### config.mk
export PLATFORM = sky130hd
export DESIGN_NAME = rf16x8_rd_ctrl
export DESIGN_NICKNAME = d
export VERILOG_FILES = /design/src/rtl/rf16x8_rd_ctrl.sv
export SDC_FILE = /design/constraint.sdc
export NUM_CORES = 1
export LEC_CHECK = 0
export CAP_MARGIN = 25
export CELL_PAD_IN_SITES_DETAIL_PLACEMENT = 1
export CELL_PAD_IN_SITES_GLOBAL_PLACEMENT = 2
export CORE_MARGIN = 5
export CORE_UTILIZATION = 40
export CTS_BUF_LIST = sky130_fd_sc_hd__clkbuf_8
export DETAILED_ROUTE_END_ITERATION = 10
export GPL_ROUTABILITY_DRIVEN = 0
export HOLD_SLACK_MARGIN = 0.1
export PLACE_DENSITY = 0.75
export SLEW_MARGIN = 20
export SYNTH_ARGS = -nofsm -noshare
export SYNTH_HDL_FRONTEND = slang
export SYNTH_SLANG_ARGS = --single-unit
### constraint.sdc
create_clock -name clk -period 2.4 [get_ports clk]
set_input_delay 0.24 -clock clk [delete_from_list [all_inputs] [get_ports clk]]
set_output_delay 0.24 -clock clk [all_outputs]
set_load 0.02 [all_outputs]
### src/rtl/rf16x8_rd_ctrl.sv
// Request front-end and storage for the 16x8 array; drives the mux-tree selects and captures read data.
// Reads: sel valid one edge after accept, response two edges after accept, held until rsp_ready.
module rf16x8_rd_ctrl #(
  parameter int DEPTH = 16,
  parameter int WIDTH = 8,
  parameter int AW    = 4
) (
  input  logic             clk,
  input  logic             rst_n,
  input  logic             req_valid,
  output logic             req_ready,
  input  logic             req_we,
  input  logic [AW-1:0]    req_addr,
  input  logic [WIDTH-1:0] req_wdata,
  output logic [AW-1:0]    sel,
  output logic             rsp_valid,
  input  logic             rsp_ready,
  output logic [WIDTH-1:0] rsp_rdata,
  output logic             busy
);

  typedef enum logic [1:0] {IDLE, SEL, CAP, HOLD} state_t;

  // One extra bit so DEPTH == 2**AW is representable for the range compare.
  localparam logic [AW:0] DEPTH_LIM = (AW+1)'(DEPTH);

  state_t           state_q;
  logic [AW-1:0]    sel_q;
  logic             rsp_valid_q;
  logic [WIDTH-1:0] rsp_rdata_q;
  logic [WIDTH-1:0] mem_q [DEPTH];

  logic             wr_en_d;
  logic             sel_in_range_d;
  logic [WIDTH-1:0] rd_word_d;

  assign req_ready = (state_q == IDLE);
  assign busy      = (state_q != IDLE);
  assign sel       = sel_q;
  assign rsp_valid = rsp_valid_q;
  assign rsp_rdata = rsp_rdata_q;

  assign wr_en_d        = (state_q == IDLE) && req_valid && req_we && ({1'b0, req_addr} < DEPTH_LIM);
  assign sel_in_range_d = ({1'b0, sel_q} < DEPTH_LIM);

  // Words beyond DEPTH have no storage and read back as zero.
  always_comb begin
    rd_word_d = '0;
    if (sel_in_range_d) rd_word_d = mem_q[sel_q];
  end

  always_ff @(posedge clk) begin
    if (!rst_n) begin
      for (int i = 0; i < DEPTH; i++) mem_q[i] <= '0;
    end else if (wr_en_d) begin
      mem_q[req_addr] <= req_wdata;
    end
  end

  always_ff @(posedge clk) begin
    if (!rst_n) begin
      state_q     <= IDLE;
      sel_q       <= '0;
      rsp_valid_q <= 1'b0;
      rsp_rdata_q <= '0;
    end else begin
      case (state_q)
        IDLE: begin
          if (req_valid && !req_we) begin
            sel_q   <= req_addr;
            state_q <= SEL;
          end
        end
        SEL: state_q <= CAP;
        CAP: begin
          rsp_rdata_q <= rd_word_d;
          rsp_valid_q <= 1'b1;
          state_q     <= HOLD;
        end
        HOLD: begin
          if (rsp_ready) begin
            rsp_valid_q <= 1'b0;
            state_q     <= IDLE;
          end
        end
        default: state_q <= IDLE;
      endcase
    end
  end

endmodule

==> key figures, run 1 <==
Outcome
  – Status: complete, no violations

Routing
  – Initial DRC Count: 264
  – Vias per inst: 5.17
  – Total number of vias: 4,102
  – Wirelength per Cell: 21.1 um
  – Detailed Routing Iterations Pass 1: 4
  – DRC Markers: 0
  – Antenna-violating nets left: 0
  – Post-Route WL: 16.8 mm

Min path
  – Worst min path class: reg2reg

Die
  – Core footprint: 16,000 um2
  – Io pins: 32
  – DIE AREA: 19,100 um2
  – FP Rows: 46
  – Die height: 138 um
  – Initial core utilization: 41.1%
  – Die Wd: 138 um

Synthesis
  – Synth Instances: 511
  – Largest cells by area after synthesis: edfxtp_1, and2_1, mux2i_1, dfxtp_1, a22oi_1
  – Synthesized Nets: 532
  – Yosys reg bits: 143
  – Register area share after synthesis: 63.0%
  – Avg Inst Size Synth: 12.9 um2
  – Share of the synthesized area in the top cell type: 58.4%
  – Synth Cell Area: 6580 um2
  – Synth area leader: edfxtp_1
  – Yosys warnings: 0
  – Library cells used by synthesis: 25

Setup path
  – Sequence of cells on the critical path: inv_1 > ha_1 > and4_1 > or3b_4 > nor3_4 > nand2b_1
  – Critical path launch point type: flip-flop
  – Crit Path Max Fanout: 8
  – Worst path arrival time: 2.30 ns
  – Critical path's top delay family: simple AND/OR/NAND/NOR gates
  – CP max stage delay: 0.45 ns
  – Setup crit end kind: flip-flop
  – Worst EP required: 2.50 ns
  – Critical path class: reg2reg
  – Critical-path top delay cell: or3b_4
  – WP buf/inv: 1

Power and ir drop
  – Design Power: 0.00541 W
  – Max VDD drop: 0.459 mV
  – Pleak: 2.76 nW
  – Pwr/cell area: 711 nW/um2

CTS
  – Clock buffer count from CTS: 17
  – Worst skew pair latency: 0.44 ns
  – CTS tree: done
  – Clk sinks: 143
  – CTS Buffer Depth: 2
  – Root Driver: clkbuf_8
  – Clk slew on worst S/H paths: 0.08 ns
  – # hold bufs at CTS: 0
  – H-tree depth: 4

Finish
  – Most frequent cells in the layout: and2_1, edfxtp_1, mux2i_1, buf_4, clkdlybuf4s50_1
  – Final non-filler cell total: 794
  – FF+latch area: 4150 um2
  – Final Net Count: 588
  – Ant. Diodes: 0
  – Area of the multi-input gates: 2310 um2
  – Share of layout cells above drive strength 1: 11.2%
  – Filler cell count: 1,696
  – Most common cell after layout, fill and taps aside: and2_1
  – Layout area overhead: 15.6%

STA
  – Final setup vio count: 0
  – F_max: 455 MHz
  – RSZ-0062 raised after global routing: false
  – Worst Skew: 0.00879 ns
  – Worst-margin pin slew: 0.784 ns
  – Slew margin rel.: 47.6%
  – Final Hold Fails: 0
  – Final slew viol count: 0
  – Tmin final: 2.20 ns
  – Fin crit share: 91.5%

GRT
  – Gr usage total: 18.1%
  – Initial antenna violation count: 0
  – Grt ovf: 0
  – Largest net degree at the start of global routing: 33
  – First-pass GRT wire length: 26.1 mm
  – Vias in the first global route: 4,513

Flow run
  – Max-cap violations: 0

Placed design
  – Placed cells: 764
  – DP HPWL: 11.8 mm
  – Port buffer count: 31
==> cells by family (layout without fill, tap and decap cells) <==
logic type / count (synthesis) / after routing / share of synthesized area, %
buffers and inverters: 31 / 98 / 1.96
adders and majority gates: 4 / 4 / 0.761
and+or+nand+nor: 217 / 217 / 19.3
muxes: 69 / 69 / 10.5
AOI/OAI and AO/OA: 47 / 47 / 4.53
DFF: 143 / 143 / 63.0
==> cell usage after synthesis <==
cell        n
buf_4       1
a22oi_1    24
nand3_1    26
ha_1        4
nor3_4      1
nand3b_1    3
buf_2       7
a21oi_1    10
and4_1      1
dfxtp_1    15
nand2_1    19
a211oi_1    1
nand2b_1    7
o21ai_0    12
mux2i_1    69
nor2_2      1
and2_1    129
nor2_1     20
edfxtp_1  128
or3b_1      1
nor2b_1     4
inv_1       4
clkbuf_1   19
nor3_2      3
nor2_4      2
==> report_power, final <==
group	total, W	internal [W]	switching (W)
clock network	0.00154	0.000666	0.000875
registers	0.00292	0.00284	0.0000803
logic	0.000947	0.000386	0.000561
==> what timing repair did <==
item,4_1_cts,5_1_grt
endpoints found under the setup margin,0,8
buffers inserted,0,0
resized for setup,0,1
==> worst min-delay path, stage by stage (launching register included) <==
cell,delay (ns)
dfxtp_1,0.33
nand2_1,0.05
nand3_1,0.05
==> per-layer routing <==
metal  vias to the layer above  share of wire [%]  GRT usage, %
met5                         -                  0             0
met3                        19                4.2          3.93
met4                         0                1.8          6.40
met2                        73                 51          31.3
li1                       1940                  -             -
met1                      2070                 43          22.4
==> registers in the layout (all words and copies together) (netlist names) <==
signal and cells:
rsp_valid 1, mem_q 128, sel 4, state_q 2
rsp_rdata 8
==> path summary, 6_finish.rpt <==
check | depth (start not counted) | to | from | slack, ns
hold / removal | 2 | rsp_rdata[4]$_SDFFE_PN0P_ | rsp_rdata[4]$_SDFFE_PN0P_ | 0.46
setup / recovery | 6 | mem_q[0][7]$_SDFFCE_PN0P_ | state_q[0]$_SDFFE_PN0P_ | 0.20
hold reg to reg | 2 | rsp_rdata[4]$_SDFFE_PN0P_ | rsp_rdata[4]$_SDFFE_PN0P_ | 0.46
setup reg to reg | 6 | mem_q[0][7]$_SDFFCE_PN0P_ | state_q[0]$_SDFFE_PN0P_ | 0.20
==> area by class of cell <==
| cell class | instances | area share (%) |
|---|---|---|
| inverters | 4 | 0.197 |
| clock buffers | 17 | 3.08 |
| multi-input cells | 337 | 30.3 |
| well taps | 216 | 3.55 |
| repair buffers | 64 | 7.50 |
| clock inverters | 13 | 0.806 |
| flip-flops and latches | 143 | 54.5 |
==> stage by stage <==
step           cell area, um2  hold WS (ns)  util, %  TNS [ns]  setup slack (ns)
2_1_floorplan            6580         0.384        -     -3.38            -0.145
3_3_place_gp             7310         0.437     45.7         0            0.0851
3_5_place_dp             7310         0.449     45.7         0            0.0626
4_1_cts                  7600         0.441     47.5         0             0.118
5_1_grt                  7610         0.479     47.5         0            0.0660
6_report                 7610         0.458     47.5         0             0.204
Note: power is estimated with default switching activity, not from simulation.
==> run 2, diff against run 1 <==
--- a/config.mk
+++ b/config.mk
@@ -14,7 +14,8 @@
 export DETAILED_ROUTE_END_ITERATION = 10
 export GPL_ROUTABILITY_DRIVEN = 0
 export HOLD_SLACK_MARGIN = 0.1
-export PLACE_DENSITY = 0.75
+export PLACE_DENSITY_LB_ADDON = 0.1
+export RECOVER_POWER = 50
 export SLEW_MARGIN = 20
 export SYNTH_ARGS = -nofsm -noshare
 export SYNTH_HDL_FRONTEND = slang
==> constraint.sdc (replaced) <==
create_clock -name clk -period 2.4 [get_ports clk]
set_input_delay 0.72 -clock clk [delete_from_list [all_inputs] [get_ports clk]]
set_output_delay 0.72 -clock clk [all_outputs]
set_load 0.02 [all_outputs]
==> key figures, run 2 (synthesis results as in run 1) <==
Die
  – Die height: 138 um (unchanged)
  – Core footprint: 16,000 um2 (unchanged)
  – Die Wd: 138 um (unchanged)
  – Io pins: 32 (unchanged)
  – FP Rows: 46 (unchanged)
  – DIE AREA: 19,100 um2 (unchanged)
  – Initial core utilization: 41.1% (unchanged)

Setup path
  – Critical path launch point type: input port
  – Worst path arrival time: 2.65 ns (+0.35 ns)
  – Worst r2r src: state_q[0]$_SDFFE_PN0P_
  – Critical path class: in2reg
  – Setup crit end kind: flip-flop
  – Reg2Reg Setup Slack: 0.17 ns (-0.03 ns)
  – Crit Path Max Fanout: 8 (unchanged)
  – Worst reg-to-reg path cell count: 7 (+1)
  – RR Endpoint: mem_q[12][4]$_SDFFCE_PN0P_
  – Worst EP required: 2.72 ns (+0.22 ns)

CTS
  – Setup bufs post-CTS: 0 (unchanged)
  – Clk sinks: 143 (unchanged)
  – H-tree depth: 4 (unchanged)
  – # hold bufs at CTS: 0 (unchanged)
  – Clock buffer count from CTS: 17 (unchanged)
  – Clk slew on worst S/H paths: 0.08 ns (about the same)
  – CTS tree: done
  – Worst skew pair latency: 0.46 ns (+0.02 ns)
  – Root Driver: clkbuf_8
  – CTS Buffer Depth: 2 (unchanged)

Power and ir drop
  – Pleak: 2.86 nW (+3.8%)
  – Total internal power: 0.00425 W (+9.2%)
  – Clock network power share: 33.6% (+5.1 points)
  – P_sw: 0.00157 W (+3.3%)
  – Power share of the sequential group: 50.1% (-3.9 points)
  – Switching portion of total power: 26.9% (-1.1 points)
  – Pwr/cell area: 749 nW/um2 (+5.3%)
  – Gate power share: 16.3% (-1.2 points)
  – Design Power: 0.00581 W (+7.5%)
  – Max VDD drop: 0.501 mV (+9.2%)

Finish
  – Design area: 7770 um2 (+2.1%)
  – Largest Register: mem_q
  – Ant. Diodes: 0 (unchanged)
  – Max reg flops: 128 (unchanged)
  – Final Net Count: 605 (+2.9%)
  – Layout area overhead: 18.1%
  – Share of layout cells above drive strength 1: 13.2% (+2.0 points)
  – Most frequent cells in the layout: edfxtp_1, and2_1, mux2i_1, buf_4, and2_0
  – Most common cell after layout, fill and taps aside: edfxtp_1

STA
  – Slack of the critical path: 0.0679 ns (-0.136 ns)
  – Tmin final: 2.33 ns (+0.136 ns)
  – Final slew viol count: 0 (unchanged)
  – Final Hold Fails: 0 (unchanged)
  – Worst Skew: 0.0109 ns (+0.00209 ns)
  – RSZ-0062 raised after global routing: false
  – Fin crit share: 97.2% (+5.7 points)
  – Final setup vio count: 0 (unchanged)
  – Slew margin rel.: 27.8% (-20 points)
  – Worst-margin pin slew: 1.08 ns (+0.299 ns)
  – F_max: 429 MHz (-5.8%)

Placed design
  – Pre-CTS setup slack: -0.373 ns (-0.435 ns)
  – Placed cell area: 7460 um2 (+2.1%)
  – DP HPWL: 12.0 mm (+1.5%)
  – Port buffer count: 31 (unchanged)

GRT
  – Largest net degree at the start of global routing: 55 (+67%)
  – Gr usage total: 18.3% (+0.24 points)
  – First-pass GRT wire length: 26.4 mm (+1.4%)
  – Vias in the first global route: 4,556 (+0.95%)
  – Grt ovf: 0 (unchanged)
  – Initial antenna violation count: 0 (unchanged)

Routing
  – Antenna-violating nets left: 0 (unchanged)
  – Total number of vias: 4,181 (+1.9%)
  – Wirelength per Cell: 21.0 um (-0.63%)
  – Vias per inst: 5.14 (-0.46%)
  – DRC Markers: 0 (unchanged)
  – Detailed Routing Iterations Pass 1: 4 (unchanged)
  – Initial DRC Count: 302 (+14%)
  – Post-Route WL: 17.1 mm (+1.7%)

Outcome
  – Status: complete, no violations

Min path
  – Hold EP: rsp_rdata[5]$_SDFFE_PN0P_
  – Worst Hold Path Cells: 2 (unchanged)
  – Hold path startpoint: rsp_rdata[5]$_SDFFE_PN0P_
  – Worst min path class: reg2reg

Flow run
  – Max-cap violations: 0 (unchanged)
==> run 2: power by group through the flow <==
stage / Clock (W) / Sequential [W] / Combinational, W
CTS: 0.00199 / 0.00292 / 0.000978
detailed placement: 0 / 0.00297 / 0.000995
global placement: 0 / 0.00297 / 0.000968
finish: 0.00195 / 0.00291 / 0.000947
global route: 0.00210 / 0.00293 / 0.00103
floorplan: 0 / 0.00299 / 0.000519
==> run 2: worst max path at each step <==
stage | start | to | cells past startpoint
3_5_place_dp | rst_n | mem_q[0][5]$_SDFFCE_PN0P_ | 7
2_1_floorplan | state_q[0]$_SDFFE_PN0P_ | mem_q[12][0]$_SDFFCE_PN0P_ | 6
4_1_cts | sel[0]$_SDFFE_PN0P_ | sel[0] | 1
6_report | req_valid | mem_q[12][4]$_SDFFCE_PN0P_ | 6
5_1_grt | state_q[0]$_SDFFE_PN0P_ | busy | 4
3_3_place_gp | rst_n | mem_q[8][0]$_SDFFCE_PN0P_ | 6
==> run 2: repair_timing <==
| item | in CTS | in global routing |
|---|---|---|
| gates resized for setup | 2 | 1 |
| gates cloned | 0 | 0 |
| pin swaps | 0 | 0 |
| setup endpoints to repair | 2 | 1 |
==> run 2: through the flow <==
stage               TNS, ns  std cells  utilization, %  hold WS [ns]
floorplan             -3.38        511               -         0.495
global placement     -37.38        781            46.6         0.438
detailed placement   -46.88        781            46.6         0.443
CTS                       0        813            49.1         0.462
global route              0        813            48.5         0.478
finish                    0        813            48.5         0.450
==> run 2: routing by layer <==
metal / part of all wire, % / global-route usage (%) / vias up
met5: 0 / 0 / -
met4: 1.3 / 5.36 / 0
met3: 4.1 / 3.76 / 22
met2: 51 / 31.9 / 66
met1: 44 / 23.2 / 2117
li1: - / - / 1976
==> run 2: cell type report <==
class	instances	area, um2
clock inverters	14	153
multi-input cells	337	2280
repair buffers	81	656
flip-flops and latches	143	4150
fillers	1695	8230
inverters	4	15.0
well taps	216	270
clock buffers	18	248
==> run 2: worst max-delay path, stage by stage <==
cell,delay [ns]
dlygate4sd3_1,0.54
and4_1,0.24
or3b_1,0.39
buf_2,0.19
nor2_1,0.38
and2_0,0.19
